$ cat src/rtl/cpu_pkg.sv
// Shared definitions for the CR16-style instruction sequencer: state
// encoding, opcode/ext/condition constants, flag bit positions and small
// instruction-field decode helpers used by the FSM.
package cpu_pkg;

   // Sequencer states; the encoding is also exported on the debug port
   typedef enum logic [2:0] {
      FETCH   = 3'd0,
      DECODE  = 3'd1,
      EXECUTE = 3'd2,
      MEM     = 3'd3,
      LOAD_WB = 3'd4,
      BRANCH  = 3'd5,
      HALT    = 3'd6
   } state_t;

   // Primary opcodes (ir[15:12])
   localparam logic [3:0] OP_RTYPE   = 4'b0000;
   localparam logic [3:0] OP_SPECIAL = 4'b0100;
   localparam logic [3:0] OP_BCOND   = 4'b1100;
   localparam logic [3:0] OP_CMPI    = 4'b1011;

   // Extended opcodes (ir[7:4])
   localparam logic [3:0] EXT_WAIT  = 4'b0000;
   localparam logic [3:0] EXT_LOAD  = 4'b0000;
   localparam logic [3:0] EXT_STOR  = 4'b0100;
   localparam logic [3:0] EXT_JCOND = 4'b1100;
   localparam logic [3:0] EXT_CMP   = 4'b1011;

   // Condition codes (ir[11:8] of Bcond/Jcond)
   localparam logic [3:0] COND_EQ = 4'b0000;
   localparam logic [3:0] COND_NE = 4'b0001;
   localparam logic [3:0] COND_CS = 4'b0010;
   localparam logic [3:0] COND_CC = 4'b0011;
   localparam logic [3:0] COND_HI = 4'b0100;
   localparam logic [3:0] COND_LS = 4'b0101;
   localparam logic [3:0] COND_GT = 4'b1100;
   localparam logic [3:0] COND_LE = 4'b1101;
   localparam logic [3:0] COND_UC = 4'b1110;

   // Bit positions inside the 5-bit flag word {C,L,F,Z,N}
   localparam int FLAG_C = 4;
   localparam int FLAG_L = 3;
   localparam int FLAG_F = 2;
   localparam int FLAG_Z = 1;
   localparam int FLAG_N = 0;

   // Field extraction
   function automatic logic [3:0] op_of(input logic [15:0] w);
      return w[15:12];
   endfunction

   function automatic logic [3:0] ext_of(input logic [15:0] w);
      return w[7:4];
   endfunction

   // One-hot register select from a 4-bit register number
   function automatic logic [15:0] onehot16(input logic [3:0] idx);
      return 16'h0001 << idx;
   endfunction

   function automatic logic is_load(input logic [15:0] w);
      return (op_of(w) == OP_SPECIAL) && (ext_of(w) == EXT_LOAD);
   endfunction

   function automatic logic is_stor(input logic [15:0] w);
      return (op_of(w) == OP_SPECIAL) && (ext_of(w) == EXT_STOR);
   endfunction

   function automatic logic is_jcond(input logic [15:0] w);
      return (op_of(w) == OP_SPECIAL) && (ext_of(w) == EXT_JCOND);
   endfunction

   function automatic logic is_wait(input logic [15:0] w);
      return (op_of(w) == OP_RTYPE) && (ext_of(w) == EXT_WAIT);
   endfunction

   // Any ALU op that takes its B operand from ir[7:0]
   function automatic logic is_imm_alu(input logic [15:0] w);
      return (op_of(w) != OP_RTYPE) && (op_of(w) != OP_SPECIAL) &&
             (op_of(w) != OP_BCOND);
   endfunction

   // Compares only update flags; every other ALU op writes Rdest
   function automatic logic writes_dest(input logic [15:0] w);
      return !(((op_of(w) == OP_RTYPE) && (ext_of(w) == EXT_CMP)) ||
               (op_of(w) == OP_CMPI));
   endfunction

   // State following DECODE, chosen from the word arriving on mem_dout
   function automatic state_t decode_target(input logic [15:0] w);
      state_t nxt;
      nxt = FETCH;
      if (op_of(w) == OP_RTYPE) begin
         nxt = is_wait(w) ? HALT : EXECUTE;
      end else if (op_of(w) == OP_BCOND) begin
         nxt = BRANCH;
      end else if (op_of(w) == OP_SPECIAL) begin
         if (is_load(w) || is_stor(w)) begin
            nxt = MEM;
         end else if (is_jcond(w)) begin
            nxt = BRANCH;
         end else begin
            nxt = FETCH;
         end
      end else begin
         nxt = EXECUTE;
      end
      return nxt;
   endfunction

endpackage

$ cat src/rtl/cond_eval.sv
// Branch condition evaluator: maps a 4-bit condition code and the current
// flag register to a taken/not-taken decision. Undefined codes never branch.
module cond_eval
   import cpu_pkg::*;
(
   input  logic [3:0] cond,
   input  logic [4:0] flags,
   output logic       taken
);

   // The F (overflow) flag has no branch condition of its own
   logic unused_flag_f;
   assign unused_flag_f = flags[FLAG_F];

   // Select the flag and polarity named by the condition code
   always_comb begin
      taken = 1'b0;
      case (cond)
         COND_EQ: taken =  flags[FLAG_Z];
         COND_NE: taken = !flags[FLAG_Z];
         COND_CS: taken =  flags[FLAG_C];
         COND_CC: taken = !flags[FLAG_C];
         COND_HI: taken =  flags[FLAG_L];
         COND_LS: taken = !flags[FLAG_L];
         COND_GT: taken =  flags[FLAG_N];
         COND_LE: taken = !flags[FLAG_N];
         COND_UC: taken =  1'b1;
         default: taken =  1'b0;
      endcase
   end

endmodule

$ cat src/rtl/instr_sequencer.sv
// Multi-cycle control sequencer for the 16-bit CR16-style datapath.
// Fetches from memory port A, latches the instruction register in DECODE
// and steps through EXECUTE / MEM / LOAD_WB / BRANCH, driving the datapath
// strobes from the registered state and instruction register.
module instr_sequencer
   import cpu_pkg::*;
(
   input  logic        clk,
   input  logic        reset,
   input  logic [15:0] mem_dout,
   input  logic [4:0]  flags,
   output logic [15:0] ir,
   output logic [3:0]  mux_a_sel,
   output logic [3:0]  mux_b_sel,
   output logic [15:0] reg_en,
   output logic        imm_sel,
   output logic        wb_sel,
   output logic        flag_en,
   output logic        pc_en,
   output logic        pc_ld,
   output logic        pc_src,
   output logic        addr_sel,
   output logic        mem_w_en,
   output logic        halted,
   output logic [2:0]  state
);

   state_t cur_state;
   state_t next_state;
   logic   branch_taken;

   cond_eval u_cond_eval (
      .cond  (ir[11:8]),
      .flags (flags),
      .taken (branch_taken)
   );

   // Register selects come straight from the instruction fields
   assign mux_a_sel = ir[11:8];
   assign mux_b_sel = ir[3:0];
   assign state     = cur_state;

   // State register; reset always lands in FETCH
   always_ff @(posedge clk) begin
      if (reset) begin
         cur_state <= FETCH;
      end else begin
         cur_state <= next_state;
      end
   end

   // Instruction register captures the fetched word at the end of DECODE
   always_ff @(posedge clk) begin
      if (reset) begin
         ir <= 16'h0000;
      end else if (cur_state == DECODE) begin
         ir <= mem_dout;
      end
   end

   // Next-state logic; DECODE looks at mem_dout because ir is not yet loaded
   always_comb begin
      next_state = cur_state;
      case (cur_state)
         FETCH:   next_state = DECODE;
         DECODE:  next_state = decode_target(mem_dout);
         EXECUTE: next_state = FETCH;
         MEM:     next_state = is_load(ir) ? LOAD_WB : FETCH;
         LOAD_WB: next_state = FETCH;
         BRANCH:  next_state = FETCH;
         HALT:    next_state = HALT;
         default: next_state = FETCH;
      endcase
   end

   // Output decode; every strobe is forced low while reset is asserted so an
   // in-flight store or write-back is dropped in the reset cycle itself
   always_comb begin
      reg_en   = 16'h0000;
      imm_sel  = 1'b0;
      wb_sel   = 1'b0;
      flag_en  = 1'b0;
      pc_en    = 1'b0;
      pc_ld    = 1'b0;
      pc_src   = 1'b0;
      addr_sel = 1'b0;
      mem_w_en = 1'b0;
      halted   = 1'b0;
      if (!reset) begin
         case (cur_state)
            DECODE: begin
               pc_en = 1'b1;
            end
            EXECUTE: begin
               imm_sel = is_imm_alu(ir);
               flag_en = 1'b1;
               if (writes_dest(ir)) begin
                  reg_en = onehot16(ir[11:8]);
               end
            end
            MEM: begin
               addr_sel = 1'b1;
               mem_w_en = is_stor(ir);
            end
            LOAD_WB: begin
               addr_sel = 1'b1;
               wb_sel   = 1'b1;
               reg_en   = onehot16(ir[11:8]);
            end
            BRANCH: begin
               if (branch_taken) begin
                  pc_ld  = 1'b1;
                  pc_src = is_jcond(ir);
               end
            end
            HALT: begin
               halted = 1'b1;
            end
            default: begin
            end
         endcase
      end
   end

endmodule

$ cat config.mk
export PLATFORM = sky130hd
export DESIGN_NAME = instr_sequencer
export DESIGN_NICKNAME = d
export VERILOG_FILES = /design/src/rtl/cpu_pkg.sv /design/src/rtl/cond_eval.sv /design/src/rtl/instr_sequencer.sv
export SDC_FILE = /design/constraint.sdc
export NUM_CORES = 1
export LEC_CHECK = 0
export ABC_AREA = 1
export CORE_MARGIN = 10
export CORE_UTILIZATION = 40
export DETAILED_ROUTE_END_ITERATION = 6
export PLACE_DENSITY = 0.82
export SLEW_MARGIN = 30
export SYNTH_ARGS = -nofsm -noshare
export SYNTH_HDL_FRONTEND = slang
export SYNTH_HIERARCHICAL = 1
export SYNTH_SLANG_ARGS = --single-unit
$ cat constraint.sdc
create_clock -name clk -period 3.25 [get_ports clk]
set_clock_uncertainty 0.2 [all_clocks]
set_input_delay 0.975 -clock clk [delete_from_list [all_inputs] [get_ports clk]]
set_output_delay 0.975 -clock clk [all_outputs]
set_load 0.02 [all_outputs]
==> metrics.md, run 1 <==
| Metric | Value |
|---|---|
| Crit path cell chain | dlygate4sd2_1, nor4_1, and2_1, clkdlybuf4s15_2 |
| Nets@finish | 324 |
| Final WL | 4.32 mm |
| Reg clk slew, reported paths | 0.12 ns |
| Core footprint | 3340 um2 |
| Avg Cell Area, Syn | 6.07 um2 |
| First-pass GRT wire length | between 7 and 8 mm |
| Area contributors post-synth | dfxtp_1 (28%), nand2_1 (17%), nor2_1 (16%) |
| Synthesis-to-finish area growth | 58.2% |
| Worst vdd ir | between 0.0002 and 0.00025 V |
| Area leader, netlist | dfxtp_1 |
| Max-Slew Margin vs Limit | 79.2% |
| RSZ-0062 raised after global routing | yes |
| DRC viols | 0 |
| Drt pass-1 iters | 4 |
| Ant. Diodes | 0 |
| Hold path start | ir[3] |
| CP bufs+invs | 2 |
| Final number of hold-violating endpoints | 0 |
| CTS tree | built |
| Final period util | 98.3% |
| Vias in the first global route | about 1600 |
| Dpl ws | -0.610 ns |
| Initial antenna violation count | 0 |
| Hold_buf cts | 0 |
| Pin count of the biggest net entering global routing | 26 |
| Root Buffer | clkbuf_4 |
| Final-report max-slew violation count | 0 |
| Worst R2R Path Depth | 8 |
| Flops & latches, synth | 19 |
| Yosys top cell area share | 27.7% |
| PortBufs | 73 |
| Leakage | 0.000932 uW |
| Status | finished clean |
| Syn Nets | 249 |
| Final Worst Setup Slack | 0.0549 ns |
| Die Footprint | 6170 um2 |
| Maxcap violations | 0 |
| Worst r2r src | state[1] |
| Worst-margin pin slew | 0.312 ns |
| Total gr overflow | 0 |
| Clock sinks | 19 |
| Worst Hold Class | flip-flop to flip-flop |
| Maximum clock insertion buffer count | 2 |
| # rows | 21 |
| Data required, critical path | 2.07 ns |
| Distinct cells, synth | 27 |
| Hold path depth | 2 |
| GRT Util Overall | 14.1% |
| Critical-path top delay cell | dlygate4sd2_1 |
| Yosys Warn Count | 6 |
| Average wire per standard cell | 12.5 um |
| DP HPWL | 3.51 mm |
| Die Y | 78.6 um |
| Final Critical Period | 3.20 ns |
| Boundary pin count | 75 |
| Crit Path Max Fanout | 7 |
| Setup TNS | 0 ns |
| Die width | 78.6 um |
| Crit-path leading delay family | buffers and inverters |
| Critical path type | input pin to primary output |
| Worst-skew pair later-pin latency | a little over 0.3 ns |
| Worst hold endpoint | ir[3] |
| Cells after Synth | 226 |
| Pwr/cell area | 328 nW/um2 |
| Fmax | 313 MHz |
| Initial drt markers | 44 |
| Data arrival, critical path | between 2 and 2.5 ns |
| Reg2reg setup slack | 1.69 ns |
| Vias | 1545 |
| Layout cells sized above 1 | 16.7% |
| Starting Density | 41.1% |
| Max H-tree Level | 1 |
| Num CTS Buffers | 3 |
| ANT nets after route | 0 |
| Seq/Total Area, Yosys | 27.7% |
| Startpoint Class | input pin |
| Syn Std Cell Area | 1370 um2 |
| Setup-failing EPs final | 0 |
| CP peak stage delay | ~0.32 ns |
| Vias per cell | 4.47 |
| Crit. End Element | primary output |
| Reg-to-Reg End | state[2] |
| Routability Congestion | a little under 0.8 |
metal layers:
layer | GRT usage (%) | routed length (um) | part of all wire [%] | up-vias
li1 | - | - | - | 833
met3 | 5.58 | 412 | 9.5 | 7
met4 | 4.84 | 74 | 1.7 | 0
met1 | 15.5 | 1880 | 44 | 649
met5 | 0 | 0 | 0 | -
met2 | 24.0 | 1950 | 45 | 56
worst max path at each step:
stage	startpoint	endpoint	depth (start not counted)
after global placement	flags[3]	pc_src	10
final	reset	mem_w_en	4
after CTS	flags[4]	pc_src	9
after global routing	reset	reg_en[8]	6
after floorplan	reset	imm_sel	3
after detailed placement	flags[3]	pc_src	10
cells in the mapped netlist:
cell       n
o22ai_2    1
o211ai_1   1
inv_1     27
nor2_2     1
dfxtp_1   19
or2_1      1
nand3_2    1
and2_1     1
nor4_1     1
nand2_2    1
nor3_1     3
clkbuf_1   1
a211oi_2   8
a21oi_2    2
nand3_4    1
inv_4      1
nand4_1    2
buf_4      8
nand3_1    5
buf_6      2
nand2_1   62
a21oi_1   12
nand2_4    1
inv_2      3
o21ai_0    2
buf_2      2
nor2_1    57
cell type report:
cell class                      count  area, um2
Multi-Input combinational cell    163        783
Timing Repair Buffer               83        803
Clock buffer                        3       22.5
Fill cell                         312       1170
Clock inverter                      1       5.00
Tap cell                           46       57.6
Sequential cell                    19        380
Inverter                           31        119
through the flow:
| stage | power, uW | hold WS, ns | util, % | cell area, um2 | cells |
|---|---|---|---|---|---|
| 2_1_floorplan | 471 | 0.352 | - | 1370 | 226 |
| 3_3_place_gp | 587 | 0.267 | 64.1 | 2140 | 342 |
| 3_5_place_dp | 592 | 0.272 | 64.1 | 2140 | 342 |
| 4_1_cts | 718 | 0.292 | 64.9 | 2170 | 346 |
| 5_1_grt | 761 | 0.310 | 65.1 | 2170 | 346 |
| 6_report | 711 | 0.290 | 65.1 | 2170 | 346 |
worst register-to-register path, stage by stage, from the launching register on:
cell and delay [ns]:
dfxtp_1 0.47, inv_2 0.08, nand3_4 0.08, buf_4 0.30
inv_4 0.11, nand2_2 0.08, nand2_1 0.05, nand2_1 0.05
a21oi_1 0.05
cell families (layout without fill, tap and decap cells):
family / count (synthesis) / count (layout) / synth area share, %
AND/OR/NAND/NOR: 137 / 137 / 41.5
buffers and inverters: 44 / 118 / 15.7
AO/OA/AOI/OAI: 26 / 26 / 15.1
flip-flops: 19 / 19 / 27.7
placed cells by master, fill, tap and decap left out, drive strengths merged, types with 3 or more instances in the layout:
master          n
buf            12
nor3            3
clkbuf          4
nand3           7
inv            31
dlygate4sd2    10
clkdlybuf4s50  43
nand2          64
a21oi          14
nor2           58
clkdlybuf4s15  16
a211oi          8
dfxtp          19
sequential cells by signal, indices dropped and copies added, names as in the netlist:
name / count
ir: 16
state: 3
timing repair:
action	in CTS	in global routing
pin swaps	7	3
setup endpoints to repair	25	14
gates resized for setup	66	5
setup buffers	0	0
where the power goes:
group	total [uW]	internal [uW]	leakage, uW	switching (uW)
registers	284	256	0.000156	28.5
logic	298	133	0.000758	165
clock network	129	46.1	0.0000177	83.1
No activity file was read; power rests on OpenSTA's default activity.
==> run 2: changes to the inputs <==
--- a/config.mk
+++ b/config.mk
@@ -5,13 +5,13 @@
 export SDC_FILE = /design/constraint.sdc
 export NUM_CORES = 1
 export LEC_CHECK = 0
-export ABC_AREA = 1
 export CORE_MARGIN = 10
-export CORE_UTILIZATION = 40
+export CORE_UTILIZATION = 33
 export DETAILED_ROUTE_END_ITERATION = 6
-export PLACE_DENSITY = 0.82
+export PLACE_DENSITY = 0.76
 export SLEW_MARGIN = 30
 export SYNTH_ARGS = -nofsm -noshare
 export SYNTH_HDL_FRONTEND = slang
 export SYNTH_HIERARCHICAL = 1
 export SYNTH_SLANG_ARGS = --single-unit
+export TNS_END_PERCENT = 10
==> constraint.sdc (replaced) <==
create_clock -name clk -period 2.7 [get_ports clk]
set_clock_uncertainty 0.2 [all_clocks]
set_input_delay 0.81 -clock clk [delete_from_list [all_inputs] [get_ports clk]]
set_output_delay 0.81 -clock clk [all_outputs]
set_load 0.02 [all_outputs]
==> metrics.md, run 2 <==
| Metric | Value |
|---|---|
| Clock power share | 23.4% |
| First-pass GRT wire length | 7.49 mm |
| Data required, critical path | 1.69 ns |
| CTS tree | built |
| Met1 wire length | 1.98 mm |
| Main synth FF type | dfxtp_1 |
| Worst-skew pair later-pin latency | ~0.25 ns |
| Flops & latches, synth | 19 |
| Setup-failing EPs final | 7 |
| Initial antenna violation count | 0 |
| Internal power | around 570 uW |
| Switching Power | approximately 280 uW |
| Total gr overflow | 0 |
| Starting Density | 33.7% |
| Core footprint | 3630 um2 |
| Worst Hold Class | flip-flop to flip-flop |
| Sequential share of power | about two fifths |
| Leakage | 0.000910 uW |
| Hold_buf cts | 0 |
| Final Critical Period | between 2 and 3 ns |
| Syn Nets | 191 |
| Commonest non-fill, non-tap cells in the layout | buf_4 (44), clkdlybuf4s50_1 (43), nand2_1 (39), nor2_1 (20), a21oi_1 (18) |
| Yosys Warn Count | 6 |
| Worst vdd ir | about 0.00027 V |
| Buffer count from post-CTS setup fixing | 0 |
| Area contributors post-synth | dfxtp_1 (31%), nand2_1 (12%), a21oi_1 (7.4%) |
| Commonest non-fill, non-tap cell in the layout | buf_4 |
| Top Metal Used | met4 |
| Seq/Total Area, Yosys | 31.1% |
| DRC viols | 0 |
| Die Footprint | around 6500 um2 |
| Dpl ws | -1.19 ns |
| Met3 routed WL | 287 um |
| DP HPWL | 3.60 mm |
| Most frequent cell after synthesis | nand2_1 |
| Register area | 383 um2 |
| Die Y | 80.9 um |
| Final-report max-slew violation count | 0 |
| Nets@finish | 289 |
| Largest register by flop count | ir |
| # rows | 22 |
| Critical path type | input pin to primary output |
| Status | finished with violations |
| Maximum clock insertion buffer count | 2 |
| Met2 WL | 2.31 mm |
| Clock sinks | 19 |
| Layout cells sized above 1 | approximately a third |
| Max-Slew Margin vs Limit | 76.6% |
| GRT Util Overall | 14.1% |
| Root Buffer | clkbuf_8 |
| Worst r2r src | state[0] |
| Final WL | 4.63 mm |
| ANT nets after route | 0 |
| Vias in the first global route | roughly 1500 |
| Num CTS Buffers | 3 |
| Crit. End Element | primary output |
| Multi-input logic area | ~840 um2 |
| Max FFs per register | 16 |
| Worst hold endpoint | ir[2] |
| Routability Congestion | 0.770 |
| Post-synth top cells | nand2_1 (40), nor2_1 (22), dfxtp_1 (19), a21oi_1 (18), buf_4 (8) |
| Proportion of power drawn by combinational gates | 38.0% |
| Ant. Diodes | 0 |
| Worst-margin pin slew | 0.342 ns |
| Final Util | 61.6% |
| Synthesis-to-finish area growth | 82.7% |
| Hold path start | ir[2] |
| Maxcap violations | 0 |
| Yosys top cell area share | 31.1% |
| Drt pass-1 iters | 4 |
| PortBufs | 73 |
| Failing checks | setup timing |
| Final number of hold-violating endpoints | 0 |
| Reg-to-Reg End | ir[8] |
| Fmax | 333 MHz |
| Pin count of the biggest net entering global routing | 17 |
| Post-synth EDFFs | 0 |
| Area leader, netlist | dfxtp_1 |
| Distinct cells, synth | 38 |
| Pwr/cell area | 378 nW/um2 |
| Die width | 80.9 um |
| Sw Share | 32.8% |
| Max H-tree Level | 1 |
| Startpoint Class | input pin |
| Initial drt markers | 82 |
| FFs w/ async S/R, synth | 0% |
| Boundary pin count | between 70 and 80 |
| Avg Cell Area, Syn | roughly 7.3 um2 |
| Vias | 1476 |
| Average wire per standard cell | 14.8 um |
| Crit Path Max Fanout | 2 |
| Reg2reg setup slack | approximately 1.1 ns |
| Final period util | 111% |
| # fillers | 348 |
| Data arrival, critical path | 1.99 ns |
| RSZ-0062 raised after global routing | yes |
| Final Worst Setup Slack | -0.300 ns |
| Worst R2R Path Depth | 4 |
| Vias per cell | 4.72 |
| Syn Std Cell Area | 1220 um2 |
| Reg clk slew, reported paths | 0.07 ns |
| Cells after Synth | around 170 |
| Hold path depth | 2 |
| Pwr Total | 845 uW |
-- run 2: changes by cell type in the layout (fill, tap and decap cells not counted), moves of 4 or more --
cell	delta
a211oi_2	-8
a21oi_1	+7
buf_2	+13
buf_4	+33
buf_6	+4
clkdlybuf4s15_1	-4
clkdlybuf4s15_2	-10
dlygate4sd2_1	-10
inv_1	-26
nand2_1	-23
nor2_1	-36
nor2b_1	+6
-- run 2: worst max-delay path by stage --
stage | to | from | slack [ns]
6_report | pc_src | flags[3] | -0.30
3_3_place_gp | pc_src | flags[3] | -1.13
3_5_place_dp | pc_src | flags[3] | -1.19
5_1_grt | pc_src | flags[3] | -0.40
2_1_floorplan | pc_src | flags[3] | -0.29
4_1_cts | pc_src | flags[3] | -0.39
-- run 2: worst max-delay path: stages --
cell and delay (ns):
buf_6 0.09, mux2_4 0.26, o22ai_2 0.13, o21ai_1 0.08, o31ai_1 0.09, inv_1 0.11
nor3_4 0.14, nand2_2 0.08, nor2_4 0.08, buf_6 0.12
-- run 2: timing repair --
item	4_1_cts	5_1_grt
setup endpoints to repair	25	23
resized for setup	131	16
pin swaps	9	3
-- run 2: through the flow --
stage / hold slack (ns) / setup TNS (ns) / instance area (um2) / instances
4_1_cts: 0.274 / -1.12 / 2220 / 313
5_1_grt: 0.295 / -1.39 / 2240 / 313
6_report: 0.271 / -0.776 / 2240 / 313
3_3_place_gp: 0.257 / -18.76 / 2210 / 309
3_5_place_dp: 0.265 / -19.00 / 2210 / 309
2_1_floorplan: 0.345 / -0.323 / 1250 / 168
-- run 2: kinds of logic after synthesis --
logic type      after synthesis  share of synthesized area, %
compound gates               32                          17.3
buf+inv                      15                          7.56
simple gates                 98                          40.8
xor+xnor                      1                         0.715
mux                           3                          2.66
flops                        19                          31.1
-- run 2: layer usage --
metal | GRT usage [%] | vias up
met2 | 24.9 | 40
met3 | 4.64 | 6
met1 | 15.8 | 669
met4 | 3.98 | 0
li1 | - | 761
met5 | 0 | -
-- run 2: power by group through the flow --
stage	sequential (uW)	clock, uW	combinational, uW
global route	331	216	347
global placement	329	0	311
CTS	325	203	320
detailed placement	329	0	314
floorplan	359	0	128
finish	327	198	321
-- run 2: final cells by class --
type / count / share of cell area [%]
Clock buffer: 4 / 2.01
Timing Repair Buffer: 107 / 40.4
Inverter: 1 / 0.168
Sequential cell: 19 / 17.1
Multi-Input combinational cell: 134 / 37.7
Tap cell: 48 / 2.68
